## config.mk

```make
export PLATFORM = sky130hd
export DESIGN_NAME = mem_access_ctrl
export DESIGN_NICKNAME = d
export VERILOG_FILES = /design/src/rtl/mem_access_ctrl.sv
export SDC_FILE = /design/constraint.sdc
export NUM_CORES = 1
export LEC_CHECK = 0
export CAP_MARGIN = 0
export CORE_ASPECT_RATIO = 0.75
export CORE_MARGIN = 2
export CORE_UTILIZATION = 40
export DETAILED_ROUTE_END_ITERATION = 16
export PLACE_DENSITY = 0.82
export SYNTH_ARGS = -nofsm -noshare
export SYNTH_HDL_FRONTEND = slang
export SYNTH_SLANG_ARGS = --single-unit
```

## constraint.sdc

```tcl
create_clock -name clk -period 4.5 [get_ports clk]
set_clock_uncertainty 0.2 [all_clocks]
set_input_delay 0.675 -clock clk [delete_from_list [all_inputs] [get_ports clk]]
set_output_delay 0.675 -clock clk [all_outputs]
set_load 0.1 [all_outputs]
```

## src/rtl/mem_access_ctrl.sv

```systemverilog
// rtl/mem_access_ctrl.sv - MEM-stage data-memory req/ack access controller
// Optional ack timeout with sticky bus_error enabled by `define MEM_ACCESS_TIMEOUT_EN.
module mem_access_ctrl #(
    parameter int TIMEOUT_W = 8
) (
    input  logic        clk,
    input  logic        rst,
    input  logic [2:0]  M_in,
    input  logic [31:0] addr_in,
    input  logic [31:0] wdata_in,
    output logic        mem_req,
    output logic        mem_we,
    output logic [31:0] mem_addr,
    output logic [31:0] mem_wdata,
    output logic [3:0]  mem_be,
    input  logic [31:0] mem_rdata,
    input  logic        mem_ack,
    output logic [31:0] rdata_out,
    output logic        stall,
    output logic        bus_error
);

    typedef enum logic [1:0] {IDLE, REQ, DONE} state_t;

    state_t      state_q, state_d;
    logic        mem_req_q, mem_req_d;
    logic        mem_we_q, mem_we_d;
    logic [31:0] mem_addr_q, mem_addr_d;
    logic [31:0] mem_wdata_q, mem_wdata_d;
    logic [3:0]  mem_be_q, mem_be_d;
    logic [31:0] rdata_q, rdata_d;
    logic        is_read_q, is_read_d;
    logic        byte_q, byte_d;
    logic [1:0]  off_q, off_d;
    logic        op;
    logic [31:0] load_aligned;

`ifdef MEM_ACCESS_TIMEOUT_EN
    // Fire on the cycle the counter would step onto all-ones: 2^W-1 REQ cycles total.
    localparam logic [TIMEOUT_W-1:0] CNT_LAST = TIMEOUT_W'((2 ** TIMEOUT_W) - 2);
    logic [TIMEOUT_W-1:0] cnt_q, cnt_d;
    logic                 bus_error_q, bus_error_d;
`endif

    assign op = M_in[0] | M_in[1];

    always_comb begin
        load_aligned = mem_rdata;
        if (byte_q) begin
            case (off_q)
                2'd0:    load_aligned = {24'h0, mem_rdata[7:0]};
                2'd1:    load_aligned = {24'h0, mem_rdata[15:8]};
                2'd2:    load_aligned = {24'h0, mem_rdata[23:16]};
                default: load_aligned = {24'h0, mem_rdata[31:24]};
            endcase
        end
    end

    always_comb begin
        state_d     = state_q;
        mem_req_d   = mem_req_q;
        mem_we_d    = mem_we_q;
        mem_addr_d  = mem_addr_q;
        mem_wdata_d = mem_wdata_q;
        mem_be_d    = mem_be_q;
        rdata_d     = rdata_q;
        is_read_d   = is_read_q;
        byte_d      = byte_q;
        off_d       = off_q;
`ifdef MEM_ACCESS_TIMEOUT_EN
        cnt_d       = cnt_q;
        bus_error_d = bus_error_q;
`endif
        case (state_q)
            IDLE: begin
                if (op) begin
                    state_d     = REQ;
                    mem_req_d   = 1'b1;
                    mem_we_d    = M_in[0];
                    mem_addr_d  = {addr_in[31:2], 2'b00};
                    mem_be_d    = M_in[2] ? (4'b0001 << addr_in[1:0]) : 4'b1111;
                    mem_wdata_d = M_in[2] ? {4{wdata_in[7:0]}} : wdata_in;
                    // A write wins when both MemRead and MemWrite are set.
                    is_read_d   = M_in[1] & ~M_in[0];
                    byte_d      = M_in[2];
                    off_d       = addr_in[1:0];
`ifdef MEM_ACCESS_TIMEOUT_EN
                    cnt_d       = '0;
`endif
                end
            end
            REQ: begin
                if (mem_ack) begin
                    mem_req_d = 1'b0;
                    state_d   = DONE;
                    if (is_read_q) begin
                        rdata_d = load_aligned;
                    end
                end
`ifdef MEM_ACCESS_TIMEOUT_EN
                else if (cnt_q == CNT_LAST) begin
                    mem_req_d   = 1'b0;
                    bus_error_d = 1'b1;
                    state_d     = DONE;
                    if (is_read_q) begin
                        rdata_d = 32'h0;
                    end
                end else begin
                    cnt_d = cnt_q + TIMEOUT_W'(1);
                end
`endif
            end
            DONE:    state_d = IDLE;
            default: state_d = IDLE;
        endcase
    end

    always_ff @(posedge clk or posedge rst) begin
        if (rst) begin
            state_q     <= IDLE;
            mem_req_q   <= 1'b0;
            mem_we_q    <= 1'b0;
            mem_addr_q  <= 32'h0;
            mem_wdata_q <= 32'h0;
            mem_be_q    <= 4'h0;
            rdata_q     <= 32'h0;
            is_read_q   <= 1'b0;
            byte_q      <= 1'b0;
            off_q       <= 2'd0;
`ifdef MEM_ACCESS_TIMEOUT_EN
            cnt_q       <= '0;
            bus_error_q <= 1'b0;
`endif
        end else begin
            state_q     <= state_d;
            mem_req_q   <= mem_req_d;
            mem_we_q    <= mem_we_d;
            mem_addr_q  <= mem_addr_d;
            mem_wdata_q <= mem_wdata_d;
            mem_be_q    <= mem_be_d;
            rdata_q     <= rdata_d;
            is_read_q   <= is_read_d;
            byte_q      <= byte_d;
            off_q       <= off_d;
`ifdef MEM_ACCESS_TIMEOUT_EN
            cnt_q       <= cnt_d;
            bus_error_q <= bus_error_d;
`endif
        end
    end

    assign stall     = ((state_q == IDLE) & op) | (state_q == REQ);
    assign mem_req   = mem_req_q;
    assign mem_we    = mem_we_q;
    assign mem_addr  = mem_addr_q;
    assign mem_wdata = mem_wdata_q;
    assign mem_be    = mem_be_q;
    assign rdata_out = rdata_q;
`ifdef MEM_ACCESS_TIMEOUT_EN
    assign bus_error = bus_error_q;
`else
    assign bus_error = 1'b0;
`endif

endmodule

```

* Word level (Yosys, flattened, before mapping)
Index checks and enable logic that the tools add are counted.
** Word-level totals
- Flip-flop bits (word level) :: 106
- Latch bits :: 0
- Bits in writable memories :: 0
- ROM bits :: 0
- Input bits :: 102
- Output and inout port bits :: 104
- Memories :: 0
** Operators by class
- Add/sub/neg operators :: 0
- Multiply operators :: 0
- Div/mod/pow operators :: 0
- $lt $le $gt $ge :: 0
- Eq/ne operators :: 5
- Shift operators :: 1
- Muxes and demuxes :: 10
- Bitwise logic cells :: 5
- Reduce and logical (&&, ||, !) cells :: 7
** Operators with widths (count)
- 32-bit two-way mux :: 2
- 8-bit case mux with 3 select lines :: 1
- 3-bit AND reduction :: 2
- 2-bit by 1-bit equality test with 1-bit output (second input constant) :: 2
- 2-bit zero test :: 2
- 2-bit two-way mux :: 2
- 4-bit two-way mux :: 1
- 2-bit != test (second input constant) :: 2
- 2-bit case mux with 2 select lines :: 1
- 2-bit AND reduction :: 2
- 1-bit by 2-bit left shift with 4-bit output (first input constant) :: 1
- 1-bit bitwise AND :: 2
- 2-bit equality test (second input constant) :: 1
- 1-bit two-way mux :: 2
- 1-bit OR :: 2
- 1-bit case mux with 2 select lines :: 1
- 2-bit nonzero test :: 1
- 1-bit inverter :: 1

* Depth between registers and ports, before layout
- Depth after elaboration :: 3
- Gate-level depth with buffers :: 5

* Least setup slack after synthesis
No wires, ideal clock.
- Path kind :: in2out
- Start point :: input port M_in[1]
- End point :: output port stall
- Data arrival time :: 1.569 ns
- Data required time :: 3.625 ns
- Slack :: 2.056 ns
- Stages on the path :: 2
- Path buffers :: 0
- Path through :: o21ai_0 nand2_1
** Between the ends
- Longest elaborated chain between the ends :: 3
** Ends and longest elaborated chain
- start: declaration :: line 8 : input logic [2:0] M_in,
- 1-bit OR :: line 45 : assign op = M_in[0] | M_in[1];
- 1-bit bitwise AND :: line 152 : assign stall = ((state_q == IDLE) & op) | (state_q == REQ);
- 1-bit OR :: line 152
- end: declaration :: line 19 : output logic stall,
Every way passes these cells.

* Worst setup path in the final report
Ends and elaborated chain as after synthesis.

==> metrics.txt <==
DRT antenna net count=0; DR DRC count=0; fin crit period=a little under 3 ns; max-cap check violation count=0; post-synthesis area per instance=~12 sq um; Synth Instances=386; synth warn=0; most frequent cells in the layout=clkdlybuf4s50_1, dfrtp_1, nand2_1, mux2_2, o21ai_0; # hold bufs at CTS=0; Vias/cell=around 4.8; HP Class=reg2reg; Hold Vio Cnt, Final=0; FF-to-FF Start=state_q[0]; GRT Util Overall=18.86%; clock buffer count from CTS=9; crit path buf inv count=2; Slew Limit Fails=0; Synth Area in Adders=0%; Die Y-Extent=98.42 microns; initial core utilization=about 40%; CTS H-tree depth=3; max incr delay on CP=0.48 ns; critical path fanouts, max=4; share of post-route cells with drive strength above 1=between 10% and 20%; Worst Tran Pin Value=1.119 ns; final setup vio count=0; die span in x=between 100 and 150 microns; Core Region=11610 sq um; fmax=344.4 MHz; Post-DP HPWL=roughly 8500 microns; CP arrival=2.03 ns; setup tns final=0 ns; run status=completed; nets=679; XOR/XNOR Fraction of Synth Area=0%; mux cell area share after synthesis=a little under a quarter; Seq/Total Area, Yosys=between 50% and 60%; critical path launch point type=input port; global-route wire length before repair=around 19000 microns; Max-slew headroom=between 20% and 30%; TritonRoute pass-1 iters=4; initial antenna violation count=0; overflow left after global routing=0; Synth Area in Compound Gates=4.816%; Post-Synth Simple-Gate Area=under 10%; Stages on worst setup path=4; most common cell after layout, fill and taps aside=clkdlybuf4s50_1; ANT cells=0; sequential cell area=2653 sq um; final core occ=61.16%; worst setup path startpoint=M_in[1]; CTS clk-pin slew, worst paths=0.07 ns; area of the multi-input gates=around 1800 sq um; die area=approximately 13000 sq um; cell family with most CP delay=buffers and inverters; GR Util met3=between 5 and 6%; GRT met2 Usage=29.84%; DRT iter0 DRCs=~120; largest net degree at the start of global routing=between 80 and 90; Layout area overhead=49.39%; Crit. End Element=output port; CTS Buffer Depth=2; worst r2r path cells=3; drt wl/cell=around 16 microns; fill cell count=just over 900; Sink Count=about 110; Slowest cell on crit path=clkdlybuf4s50_1; largest family of logic cells by synthesized area=multiplexers; FF+latch count, synth=~110; Port-buffer cells=~200; FF-to-FF setup slack=between 2 and 2.5 ns; setup bufs post-CTS=0; crit path cell chain=clkdlybuf4s50_1 > o21ai_0 > nand2_1 > buf_4; Clock Tree Root=clkbuf_16; synth unique cells=23; unrepaired setup endpoints after global routing=no; Worst Setup Path Type=in2out; R2R Path End=mem_addr[10]; cts repair resizes=0; final wirelength=11970 microns; gr busiest metal=met2; critical path required time=between 3 and 4 ns; CTS tree=done; gpl congestion=approximately 0.84; vias post-DR=3571; IO Pins=206; # rows=34; global-route track usage on met1=approximately 25%; Post-Syn Area=4755 sq um; Clk Latency, worst-skew pair=between 0.3 and 0.4 ns; vias in the first global route=3762; crit share post-route=64.53%; crit path to=stall
## how the worst min path moves through the flow
stage             startpoint  slack [ns]  cells past startpoint       endpoint
3_5_place_dp   rdata_out[12]        0.26                      2  rdata_out[12]
6_report       rdata_out[15]        0.27                      2  rdata_out[15]
2_1_floorplan      is_read_q        0.31                      2      is_read_q
3_3_place_gp   rdata_out[12]        0.25                      2  rdata_out[12]
4_1_cts        rdata_out[12]        0.27                      2  rdata_out[12]
5_1_grt        rdata_out[10]        0.31                      2  rdata_out[10]
## worst reg2reg max path, delay by kind of cell (launching register included)
family	cells	cell delay, ns
AOI/OAI and AO/OA	1	0.85
muxes	1	0.46
and+or+nand+nor	1	0.20
DFF	1	0.43
## sequential cells by signal, indices dropped and copies added (netlist names)
name	flops
mem_req	1
mem_addr	30
byte_q	1
mem_be	4
is_read_q	1
rdata_out	32
off_q	2
mem_wdata	32
state_q	2
mem_we	1
## kinds of logic (layout without fill, tap and decap cells)
group	Yosys count	in the layout
AOI/OAI and AO/OA	43	43
buffers and inverters	56	250
DFF	106	106
muxes	85	85
other	1	3
and+or+nand+nor	95	95
## Yosys cell counts
cell type | count | area share (%)
inv_1 | 29 | 2.3
a22o_1 | 1 | 0.18
buf_4 | 8 | 1.3
nand2_1 | 58 | 4.6
and4b_1 | 1 | 0.21
nor2_1 | 9 | 0.71
buf_2 | 6 | 0.63
mux2_4 | 20 | 6.3
clkbuf_1 | 10 | 0.79
nand3b_1 | 24 | 3.8
conb_1 | 1 | 0.079
dfrtp_1 | 106 | 56
o21a_4 | 1 | 0.32
o21ai_0 | 31 | 3.3
mux4_2 | 8 | 3.8
nor2_4 | 1 | 0.24
buf_12 | 2 | 0.84
a21oi_1 | 10 | 1.1
or2b_1 | 1 | 0.16
mux2_2 | 49 | 12
mux2i_1 | 8 | 1.7
nand4b_1 | 1 | 0.18
buf_6 | 1 | 0.24
## per-stage QoR
step | hold slack [ns] | setup slack [ns] | cell area (sq um) | cells
5_1_grt | 0.3068 | 1.525 | 7103 | 744
3_3_place_gp | 0.2493 | 1.605 | 6830 | 728
4_1_cts | 0.2717 | 1.604 | 7103 | 744
3_5_place_dp | 0.2563 | 1.613 | 6830 | 728
6_report | 0.2670 | 1.596 | 7103 | 744
2_1_floorplan | 0.3053 | 0.8361 | 4762 | 388
## layout make-up
class                           count  area share, %
Clock buffer                       11          3.417
Clock inverter                      5         0.4228
Inverter                           29          1.568
Multi-Input combinational cell    226          25.65
Sequential cell                   106          37.34
Tap cell                          162          2.854
Timing Repair Buffer              205          28.75
## metal layers
metal,vias up,share of wire [%]
li1,1672,-
met1,1743,43
met2,142,48
met3,14,8.2
met4,0,1.4
met5,-,0
Power is left out: the tool's default activity adds up to more than one toggle a clock period on the data nets, which glitch-free logic cannot reach.
